$ cat config.mk
export PLATFORM = sky130hd
export DESIGN_NAME = dense_layer_engine
export DESIGN_NICKNAME = d
export VERILOG_FILES = /design/src/rtl/dense_layer_engine.sv
export SDC_FILE = /design/constraint.sdc
export NUM_CORES = 1
export LEC_CHECK = 0
export CORE_MARGIN = 3
export CORE_UTILIZATION = 60
export DETAILED_ROUTE_END_ITERATION = 16
export PLACE_DENSITY = 0.81
export SYNTH_ARGS = -nofsm -noshare
export SYNTH_HDL_FRONTEND = slang
export SYNTH_SLANG_ARGS = --single-unit
export TNS_END_PERCENT = 100
$ cat constraint.sdc
create_clock -name clock -period 7.4 [get_ports clock]
set_input_delay 0.74 -clock clock [delete_from_list [all_inputs] [get_ports clock]]
set_output_delay 0.74 -clock clock [all_outputs]
set_load 0.01 [all_outputs]
$ cat src/rtl/dense_layer_engine.sv
// Time-multiplexed fully-connected layer: one signed MAC walks N_OUT neurons of N_IN inputs each,
// then applies a per-evaluation activation (saturate, hard-sigmoid or ReLU) to each neuron result.
module dense_layer_engine #(
    parameter int N_IN  = 2,
    parameter int N_OUT = 3,
    parameter int DW    = 8,
    parameter int FRAC  = 7,
    parameter int AW    = 8
) (
    input  logic                 clock,
    input  logic                 reset,
    input  logic                 start,
    input  logic [1:0]           act_sel,
    input  logic [N_IN*DW-1:0]   x_flat,
    input  logic                 w_we,
    input  logic [AW-1:0]        w_addr,
    input  logic [DW-1:0]        w_data,
    output logic                 busy,
    output logic                 done,
    output logic [N_OUT*DW-1:0]  y_flat
);

    localparam int NW    = N_OUT * (N_IN + 1);
    localparam int PW    = $clog2(NW);
    localparam int IW    = $clog2(N_IN + 1);
    localparam int JW    = $clog2(N_OUT + 1);
    localparam int ACC_W = 2 * DW + $clog2(N_IN + 1) + 1;

    localparam logic signed [ACC_W-1:0] Z_MAX  = ACC_W'((2 ** (DW - 1)) - 1);
    localparam logic signed [ACC_W-1:0] Z_MIN  = ACC_W'(-(2 ** (DW - 1)));
    localparam logic signed [DW+1:0]    HS_MAX = (DW + 2)'((2 ** FRAC) - 1);
    localparam logic signed [DW+1:0]    HS_OFS = (DW + 2)'(2 ** (FRAC - 1));

    typedef enum logic [1:0] {IDLE, MAC, FINAL, DONE} state_t;

    state_t                     state, state_next;
    logic signed [DW-1:0]       wmem [NW];
    logic [DW-1:0]              y_reg [N_OUT];
    logic [N_IN*DW-1:0]         x_reg, x_shift;
    logic [1:0]                 act_reg;
    logic [IW-1:0]              i_cnt;
    logic [JW-1:0]              j_cnt;
    logic [PW-1:0]              ptr;
    logic signed [ACC_W-1:0]    acc, acc_sh;
    logic signed [DW-1:0]       w_cur, x_cur, bias0, bias_next, z, act_out;
    logic signed [2*DW-1:0]     prod;
    logic signed [DW+1:0]       hs;
    logic                       wr_ok;

    always_ff @(posedge clock) begin
        if (reset) state <= IDLE;
        else       state <= state_next;
    end

    always_comb begin
        state_next = state;
        busy       = 1'b0;
        done       = 1'b0;
        case (state)
            IDLE:  if (start) state_next = MAC;
            MAC: begin
                busy = 1'b1;
                if (i_cnt == IW'(N_IN - 1)) state_next = FINAL;
            end
            FINAL: begin
                busy       = 1'b1;
                state_next = (j_cnt == JW'(N_OUT - 1)) ? DONE : MAC;
            end
            DONE: begin
                done       = 1'b1;
                state_next = IDLE;
            end
            default: state_next = IDLE;
        endcase
    end

    // Bias for neuron 0 is read on the start edge, so a same-cycle write to it must bypass the file.
    always_comb begin
        wr_ok     = w_we && (state == IDLE) && ({1'b0, w_addr} < (AW + 1)'(NW));
        bias0     = (w_we && (w_addr == AW'(N_IN))) ? w_data : wmem[N_IN];
        bias_next = wmem[ptr + PW'(N_IN + 1)];
        w_cur     = wmem[ptr];
        x_cur     = x_shift[DW-1:0];
        prod      = w_cur * x_cur;
    end

    always_comb begin
        acc_sh = acc >>> FRAC;
        if (acc_sh > Z_MAX)      z = Z_MAX[DW-1:0];
        else if (acc_sh < Z_MIN) z = Z_MIN[DW-1:0];
        else                     z = acc_sh[DW-1:0];
        hs = (DW + 2)'(z >>> 2) + HS_OFS;
        case (act_reg)
            2'd1: begin
                if (hs < 0)           act_out = '0;
                else if (hs > HS_MAX) act_out = HS_MAX[DW-1:0];
                else                  act_out = hs[DW-1:0];
            end
            2'd2:    act_out = (z < 0) ? '0 : z;
            default: act_out = z;
        endcase
    end

    // ptr walks the weight file linearly; after the last MAC of a neuron it rests on that neuron's bias.
    always_ff @(posedge clock) begin
        if (reset) begin
            acc     <= '0;
            i_cnt   <= '0;
            j_cnt   <= '0;
            ptr     <= '0;
            x_reg   <= '0;
            x_shift <= '0;
            act_reg <= '0;
            for (int k = 0; k < NW; k++)    wmem[k]  <= '0;
            for (int k = 0; k < N_OUT; k++) y_reg[k] <= '0;
        end else begin
            if (wr_ok) wmem[w_addr[PW-1:0]] <= w_data;
            case (state)
                IDLE: if (start) begin
                    x_reg   <= x_flat;
                    x_shift <= x_flat;
                    act_reg <= act_sel;
                    i_cnt   <= '0;
                    j_cnt   <= '0;
                    ptr     <= '0;
                    acc     <= (ACC_W'(bias0)) <<< FRAC;
                end
                MAC: begin
                    acc     <= acc + ACC_W'(prod);
                    i_cnt   <= i_cnt + IW'(1);
                    ptr     <= ptr + PW'(1);
                    x_shift <= x_shift >> DW;
                end
                FINAL: begin
                    for (int k = 0; k < N_OUT; k++)
                        if (j_cnt == JW'(k)) y_reg[k] <= act_out;
                    if (j_cnt != JW'(N_OUT - 1)) begin
                        j_cnt   <= j_cnt + JW'(1);
                        i_cnt   <= '0;
                        ptr     <= ptr + PW'(1);
                        x_shift <= x_reg;
                        acc     <= (ACC_W'(bias_next)) <<< FRAC;
                    end
                end
                default: ;
            endcase
        end
    end

    for (genvar g = 0; g < N_OUT; g++) begin : g_y
        assign y_flat[g*DW +: DW] = y_reg[g];
    end

endmodule
Word-level counts from Yosys, hierarchy flattened
Memory sizes are Yosys's and may differ from the RTL's. A register that Yosys moved wholly into a read port is not among the register bits.
Cells that the tools add are included.

cells by class
  $add $sub $neg = 6
  $mul = 1
  divide/modulo/power cells = 0
  $lt $le $gt $ge = 6
  eq/ne operators = 13
  shift-type cells = 0
  muxes and demuxes = 52
  bitwise gates (word level) = 3
  reduce and logical (&&, ||, !) cells = 13

operator list
  cell                                                                           count
  8-bit two-way mux                                                              10
  19-bit case mux with 3 select lines                                            1
  16-bit case mux with 3 select lines                                            1
  19-bit two-way mux                                                             2
  16-bit two-way mux                                                             2
  1-bit two-way mux                                                              20
  4-bit two-way mux                                                              5
  19-bit by 16-bit adder with 19-bit output                                      1
  8-bit by 8-bit multiplier with 16-bit output                                   1
  8-bit case mux with 2 select lines                                             1
  12-bit by 8-bit > comparator with 1-bit output, second input constant          1
  12-bit by 8-bit less-than comparator with 1-bit output, second input constant  1
  2-bit two-way mux                                                              6
  4-bit case mux with 3 select lines                                             1
  6-bit by 8-bit adder with 9-bit output, second input constant                  1
  9-bit by 8-bit > comparator with 1-bit output, second input constant           1
  9-bit by 1-bit less-than comparator with 1-bit output, second input constant   1
  2-bit by 1-bit equality test with 1-bit output, second input constant          4
  2-bit equality test, second input constant                                     4
  8-bit by 2-bit equality test with 1-bit output, second input constant          1
  8-bit by 1-bit less-than comparator with 1-bit output, second input constant   1
  8-bit by 4-bit less-than comparator with 1-bit output, second input constant   1
  2-bit inequality test, second input constant                                   4
  2-bit case mux with 4 select lines                                             1
  14 further kinds                                                               22

word-level totals
  bits in registers = 63
  latch bits = 0
  RAM bits = 96
  ROM bits = 0
  input port bits = 38
  output and inout bits = 26
  logic and storage cells = 104
  memories = 2

memory list
  name   depth  bits a word  read ports  clocked after memory_dff  wr ports  RTL line  text
  wmem   9      8            3           1                         9         37        logic signed [DW-1:0] wmem [NW];
  y_reg  3      8            3           0                         3         38        logic [DW-1:0] y_reg [N_OUT];

Logic depth before layout (Yosys ltp)
Gate-level depths: netlist of run 1.

  word-level depth = 9
  mapped depth = 21
  mapped depth without buffers = 19

Least setup slack after synthesis of run 1
Ideal clock, no wire load.

  path type = flip-flop to flip-flop
  from = register with a tool-made name
  to = register acc[17]
  setup time = 0.091 ns
  data arrival time = 6.057 ns
  required time = 7.309 ns
  slack = 1.252 ns
  stages on the path, launching flop included = 20
  buffers on the path = 2
  clock period less this slack = 6.148 ns
  path through = dfxtp_1 -> clkbuf_1 -> buf_2 -> mux4_2 -> mux4_2 -> and2_1 -> fa_1 -> inv_1 -> fa_1 -> inv_1 -> fa_1 -> fa_1 -> fa_1 -> ha_1 -> o21ai_0 -> o21ai_0 -> a311o_1 -> o21ai_0 -> or3_1 -> a311oi_1

RTL lines
  item                    RTL line  text
  end signal: assignment  126       acc <= (ACC_W'(bias0)) <<< FRAC;
  end signal: assignment  129       acc <= acc + ACC_W'(prod);
  end signal: assignment  142       acc <= (ACC_W'(bias_next)) <<< FRAC;
  end: declaration        44        logic signed [ACC_W-1:0] acc, acc_sh;

==> reports/qor.txt, run 1 <==
all-layer global routing usage: 27.9%
highest attainable clock frequency: 147 MHz
status: completed
setup repair bufs after CTS: 0
Total Negative Setup Slacks: 0 ns
final number of hold-violating endpoints: 0
cells taking the most area after synthesis: sky130_fd_sc_hd__edfxtp_1 33%, sky130_fd_sc_hd__fa_1 12%, sky130_fd_sc_hd__mux4_2 12%
Yosys Warn Count: 0
post-DR wirelength/cell: 21.9 um
synthesized netlist cell count: 1134
cell at the root of the clock tree: sky130_fd_sc_hd__clkbuf_16
CP Capture Type: register
Core Region: 22200 um2
Clock Tree Buf Depth: 3
class of the tightest hold or removal check: reg -> reg
global-route wire length before repair: 53.8 mm
CP Data Arrival Time: 7.19 ns
diode count: 0
row count: 54
pre-CTS setup slack: 0.691 ns
portion of total power attributed to sequential cells: 23.9%
TritonCTS Buffers: 23
fraction of final layout cells with drive strength greater than 1: 11.8%
ys flop type: sky130_fd_sc_hd__edfxtp_1
final RePlAce weighted congestion: 0.878
fin crit share: 91.8%
share of total power in combinational logic: 59.7%
FF+latch count, synth: 219
residual antenna-violating net count after detailed routing: 0
critical-path maximum fanout: 17
Die ar.: 24900 um2
critical setup path kind: reg -> reg
Internal Power: 0.00396 W
crit start category: register
dpl hpwl: 23.9 mm
Worst Hold Margin: 0.455 ns
synthesized area per cell: 12.2 um2
total global routing overflow: 0
fraction of post-synthesis cell area in the top cell type by area: 33.1%
register clock-pin slew on the reported worst setup and hold paths: 0.06 ns
number of pins with negative max-slew slack in the final report: 0
final setup violation count: 0
cell types with the highest counts after synthesis: 152 x sky130_fd_sc_hd__edfxtp_1, 115 x sky130_fd_sc_hd__and2_1, 102 x sky130_fd_sc_hd__inv_1, 102 x sky130_fd_sc_hd__nand2_1, 84 x sky130_fd_sc_hd__fa_1
detailed-route wire length: 33.7 mm
clock sink count: 219
largest area contributor in the synthesized netlist: sky130_fd_sc_hd__edfxtp_1
unrepaired setup endpoints after global routing: no
quantity of hold-fixing buffers added after cts: 0
Net Sw Power: 0.00307 W
number of enable-type register cells in the synthesized netlist: 152
number of DRC markers after the initial detailed-route iteration: 1102
Via density: 6.18
number of global-route vias before repair: 9878
number of search-and-repair iterations in the first detailed-routing pass: 5
PostCTS Resize Cnt: 0
Finished Core Util: 70.5%
area overhead of the layout relative to synthesis: 13.5%
final total power: 0.00703 W
NumNets Final: 1420
maximum number of pins on one net before global-route repair: 61
fraction of registers with async set/reset: 0%
initial antenna violation count: 0
Netlist cell types: 62
clock latency on the worst-skew pair: 0.52 ns
Data required, critical path: 7.80 ns
Die Y: 158 um
Worst Max-Slew Pin Slew: 0.900 ns
worst max-slew margin expressed relative to the limit: 39.5%
DR DRC count: 0
minimum clock period after layout: 6.79 ns
Final WS setup: 0.610 ns
CTS tree: built
clock share of power: 16.4%
skew final: 0.0124 ns
Max IR drop VDD: 0.000321 V
share of the yosys chip area belonging to registers: 42.8%
Power per Cell Area: 449 nW/um2
cell area after synthesis: 13800 um2
number of maximum-capacitance constraint violations: 0
Die Span X: 158 um
switching share of power: 43.6%
ports placed on the boundary: 64
leakage power of the design: 6.24 nW
number of vias in the routed layout: 9505
count leader, synth: sky130_fd_sc_hd__edfxtp_1
maximum level of the CTS H-tree: 1
starting utilization of the core area: 62.1%
max reg flops: 128
port buffer count: 63
## path summary, 6_finish.rpt
path	start	endpoint	slack [ns]	cells past startpoint
min	acc[1]$_SDFFE_PP0P_	acc[1]$_SDFFE_PP0P_	0.46	2
min reg2reg	acc[1]$_SDFFE_PP0P_	acc[1]$_SDFFE_PP0P_	0.46	2
max	register	acc[13]$_SDFFE_PP0P_	0.61	15
max reg2reg	register	acc[13]$_SDFFE_PP0P_	0.61	15
## critical path, cell delays in order, from the launching register on
cell	delay, ns
sky130_fd_sc_hd__dfxtp_2	0.74
sky130_fd_sc_hd__mux4_2	0.59
sky130_fd_sc_hd__mux4_2	0.59
sky130_fd_sc_hd__and2_1	0.47
sky130_fd_sc_hd__fa_1	0.67
sky130_fd_sc_hd__fa_1	0.45
sky130_fd_sc_hd__fa_1	0.51
sky130_fd_sc_hd__fa_1	0.50
sky130_fd_sc_hd__ha_1	0.31
sky130_fd_sc_hd__ha_1	0.33
sky130_fd_sc_hd__o21ai_0	0.48
sky130_fd_sc_hd__o21bai_1	0.15
sky130_fd_sc_hd__a41oi_1	0.28
sky130_fd_sc_hd__xnor2_1	0.17
sky130_fd_sc_hd__a21oi_1	0.11
sky130_fd_sc_hd__a2111oi_2	0.32
## cell type report
type	count	area (um2)
Multi-Input combinational cell	813	7500
Fill cell	1550	6570
Sequential cell	219	5910
Timing Repair Buffer	81	773
Clock buffer	32	629
Inverter	103	387
Tap cell	280	350
Clock inverter	10	116
## cell families after synthesis
group | Yosys count | share of synthesized area (%)
DFF | 219 | 42.8
AOI/OAI and AO/OA | 165 | 8.04
muxes | 93 | 13.4
other | 1 | 0.0272
and+or+nand+nor | 337 | 12.6
xor gates and xnor gates | 21 | 1.33
adders and majority gates | 141 | 17.3
buffers and inverters | 157 | 4.44
## metrics by stage
stage / area, um2 / cells
CTS: 15700 / 1538
finish: 15700 / 1538
global placement: 14900 / 1496
detailed placement: 14900 / 1496
floorplan: 14000 / 1189
global route: 15700 / 1538
## cells in the final DEF (no fill, tap or decap), types with 5 or more instances in the layout
| cell | n |
|---|---|
| sky130_fd_sc_hd__edfxtp_1 | 152 |
| sky130_fd_sc_hd__and2_1 | 115 |
| sky130_fd_sc_hd__inv_1 | 102 |
| sky130_fd_sc_hd__nand2_1 | 102 |
| sky130_fd_sc_hd__fa_1 | 84 |
| sky130_fd_sc_hd__mux4_2 | 73 |
| sky130_fd_sc_hd__dfxtp_1 | 65 |
| sky130_fd_sc_hd__clkdlybuf4s50_1 | 62 |
| sky130_fd_sc_hd__a21oi_1 | 61 |
| sky130_fd_sc_hd__ha_1 | 57 |
| sky130_fd_sc_hd__conb_1 | 56 |
| sky130_fd_sc_hd__nor2_1 | 48 |
| sky130_fd_sc_hd__o21ai_0 | 23 |
| sky130_fd_sc_hd__clkbuf_16 | 23 |
| sky130_fd_sc_hd__nand3_1 | 20 |
| sky130_fd_sc_hd__xnor2_1 | 17 |
| sky130_fd_sc_hd__buf_4 | 17 |
| sky130_fd_sc_hd__mux2i_1 | 16 |
| sky130_fd_sc_hd__o211ai_1 | 15 |
| sky130_fd_sc_hd__a311oi_1 | 11 |
| sky130_fd_sc_hd__or2_2 | 9 |
| sky130_fd_sc_hd__a221o_1 | 9 |
| sky130_fd_sc_hd__nor3_1 | 8 |
| sky130_fd_sc_hd__a211oi_1 | 8 |
| sky130_fd_sc_hd__nand2b_1 | 7 |
| sky130_fd_sc_hd__a21o_1 | 7 |
| sky130_fd_sc_hd__clkbuf_1 | 7 |
| sky130_fd_sc_hd__a221oi_1 | 5 |
## routing by layer
layer / wire length, um / GRT usage, %
met1: 13100 / 37.8
met2: 17100 / 47.7
met3: 2640 / 4.07
met4: 915 / 7.81
met5: 0 / 0
## power groups by stage
stage	Clock (W)	Combinational (W)	Sequential, W
final	0.00115	0.00420	0.00168
after global routing	0.00121	0.00469	0.00170
after CTS	0.00116	0.00417	0.00167
after detailed placement	0	0.00411	0.00170
after global placement	0	0.00401	0.00169
after floorplan	0	0.00319	0.00159
Power figures use the tool's default switching activity.
==> inputs of run 2 (changes only) <==
Settings changed: SETUP_SLACK_MARGIN set to 0.2.
==> reports/qor.txt, run 2 (same netlist as run 1, synthesis figures left out) <==
metal1 wirelength: 13.3 mm (was 13.1 mm)
initial antenna violation count: 0 (unchanged)
final RePlAce weighted congestion: 0.878 (unchanged)
final number of hold-violating endpoints: 0 (unchanged)
number of maximum-capacitance constraint violations: 0 (unchanged)
post-DR wirelength/cell: 22.0 um (was 21.9 um)
maximum number of pins on one net before global-route repair: 61 (unchanged)
total of fill cells in the finished design: 1550 (unchanged)
residual antenna-violating net count after detailed routing: 0 (unchanged)
total global routing overflow: 0 (unchanged)
final setup violation count: 0 (unchanged)
Core Region: 22200 um2 (unchanged)
dpl hpwl: 23.9 mm (unchanged)
leakage power of the design: 6.24 nW (about the same)
Clock Tree Buf Depth: 3 (unchanged)
ports placed on the boundary: 64 (unchanged)
CP Capture Type: register (unchanged)
Met3 Wirelength: 2.42 mm (was 2.64 mm)
critical setup path kind: reg -> reg (unchanged)
number of pins with negative max-slew slack in the final report: 0 (unchanged)
most frequent cells in the layout: 152 x sky130_fd_sc_hd__edfxtp_1, 115 x sky130_fd_sc_hd__and2_1, 102 x sky130_fd_sc_hd__inv_1, 102 x sky130_fd_sc_hd__nand2_1, 84 x sky130_fd_sc_hd__fa_1 (unchanged)
crit start category: register (unchanged)
most common cell after layout, fill and taps aside: sky130_fd_sc_hd__edfxtp_1 (unchanged)
all-layer global routing usage: 27.9% (unchanged)
fin crit share: 91.0% (was 91.8%)
highest signal layer in the routed design: met4 (unchanged)
number of DRC markers after the initial detailed-route iteration: 1148 (was 1102)
area overhead of the layout relative to synthesis: 13.5% (about the same)
Total Negative Setup Slacks: 0 ns (unchanged)
NumNets Final: 1420 (unchanged)
worst max-slew margin expressed relative to the limit: 40.7% (was 39.5%)
number of vias in the routed layout: 9497 (was 9505)
detailed-route wire length: 33.8 mm (was 33.7 mm)
Die ar.: 24900 um2 (unchanged)
port buffer count: 63 (unchanged)
register clock-pin slew on the reported worst setup and hold paths: 0.06 ns (about the same)
setup repair bufs after CTS: 0 (unchanged)
fraction of final layout cells with drive strength greater than 1: 11.8% (unchanged)
skew final: 0.0118 ns (was 0.0124 ns)
maximum level of the CTS H-tree: 1 (unchanged)
diode count: 0 (unchanged)
Power per Cell Area: 448 nW/um2 (was 449 nW/um2)
global-route wire length before repair: 53.8 mm (unchanged)
Die Span X: 158 um (unchanged)
DR DRC count: 0 (unchanged)
minimum clock period after layout: 6.73 ns (was 6.79 ns)
Worst Hold Margin: 0.455 ns (about the same)
starting utilization of the core area: 62.1% (unchanged)
clock latency on the worst-skew pair: 0.52 ns (about the same)
class of the tightest hold or removal check: reg -> reg (unchanged)
number of search-and-repair iterations in the first detailed-routing pass: 5 (unchanged)
status: completed (unchanged)
row count: 54 (unchanged)
max reg flops: 128 (unchanged)
TritonCTS Buffers: 23 (unchanged)
CP Data Arrival Time: 7.14 ns (was 7.19 ns)
summed area of non-filler cells in the final layout: 15700 um2 (about the same)
Die Y: 158 um (unchanged)
highest attainable clock frequency: 149 MHz (was 147 MHz)
unrepaired setup endpoints after global routing: no (unchanged)
quantity of hold-fixing buffers added after cts: 0 (unchanged)
Cell Area, Placed: 14900 um2 (unchanged)
Via density: 6.17 (was 6.18)
cell at the root of the clock tree: sky130_fd_sc_hd__clkbuf_16 (unchanged)
number of global-route vias before repair: 9878 (unchanged)
PostCTS Resize Cnt: 0 (unchanged)
CTS tree: built (unchanged)
Data required, critical path: 7.80 ns (about the same)
clock sink count: 219 (unchanged)
met2 wire length: 17.2 mm (was 17.1 mm)
Max IR drop VDD: 0.000317 V (was 0.000321 V)
critical-path maximum fanout: 17 (unchanged)
Worst Max-Slew Pin Slew: 0.882 ns (was 0.900 ns)
-- run 2: path summary, 6_finish.rpt --
path,from,to,slack (ns),cells after the start
setup reg to reg,register,acc[13]$_SDFFE_PP0P_,0.67,16
hold reg to reg,acc[1]$_SDFFE_PP0P_,acc[1]$_SDFFE_PP0P_,0.46,2
setup / recovery,register,acc[13]$_SDFFE_PP0P_,0.67,16
hold / removal,acc[1]$_SDFFE_PP0P_,acc[1]$_SDFFE_PP0P_,0.46,2
-- run 2: power by group --
part,total (W),leakage [nW],internal (W),switching (W)
sequential,0.00168,2.09,0.00148,0.000204
combinational,0.00419,3.78,0.00181,0.00238
clock,0.00115,0.367,0.000670,0.000478
-- run 2: critical path, stage by stage, from the launching register on --
cell and delay, ns:
sky130_fd_sc_hd__dfxtp_1 0.71, sky130_fd_sc_hd__buf_4 0.39, sky130_fd_sc_hd__mux4_2 0.54, sky130_fd_sc_hd__mux4_2 0.59
sky130_fd_sc_hd__and2_1 0.22, sky130_fd_sc_hd__fa_1 0.50, sky130_fd_sc_hd__fa_1 0.45, sky130_fd_sc_hd__fa_1 0.56
sky130_fd_sc_hd__fa_1 0.50, sky130_fd_sc_hd__ha_1 0.31, sky130_fd_sc_hd__ha_1 0.33, sky130_fd_sc_hd__o21ai_0 0.48
sky130_fd_sc_hd__o21bai_1 0.15, sky130_fd_sc_hd__a41oi_1 0.28, sky130_fd_sc_hd__xnor2_1 0.16, sky130_fd_sc_hd__a21oi_1 0.11
sky130_fd_sc_hd__a2111oi_2 0.32
-- run 2: final cells by class --
class	count	area [um2]	share of cell area (%)
multi-input cells	813	7500	47.9
clock inverters	10	116	0.743
well taps	280	350	2.24
inverters	103	387	2.47
repair buffers	81	773	4.94
flip-flops and latches	219	5910	37.7
clock buffers	32	629	4.02
-- run 2: metrics by stage --
stage | util, % | std cells | setup slack, ns | total power [W]
after global routing | 70.5 | 1538 | 0.354 | 0.00761
after CTS | 70.5 | 1538 | 0.635 | 0.00700
after global placement | 67.1 | 1496 | 0.777 | 0.00570
after detailed placement | 67.1 | 1496 | 0.691 | 0.00581
final | 70.5 | 1538 | 0.668 | 0.00702
after floorplan | - | 1189 | 1.25 | 0.00479
-- run 2: layer usage --
layer | track usage, % | vias up
met5 | 0 | -
met4 | 7.81 | 0
met3 | 4.07 | 70
met2 | 47.7 | 453
met1 | 37.8 | 4755
li1 | - | 4219
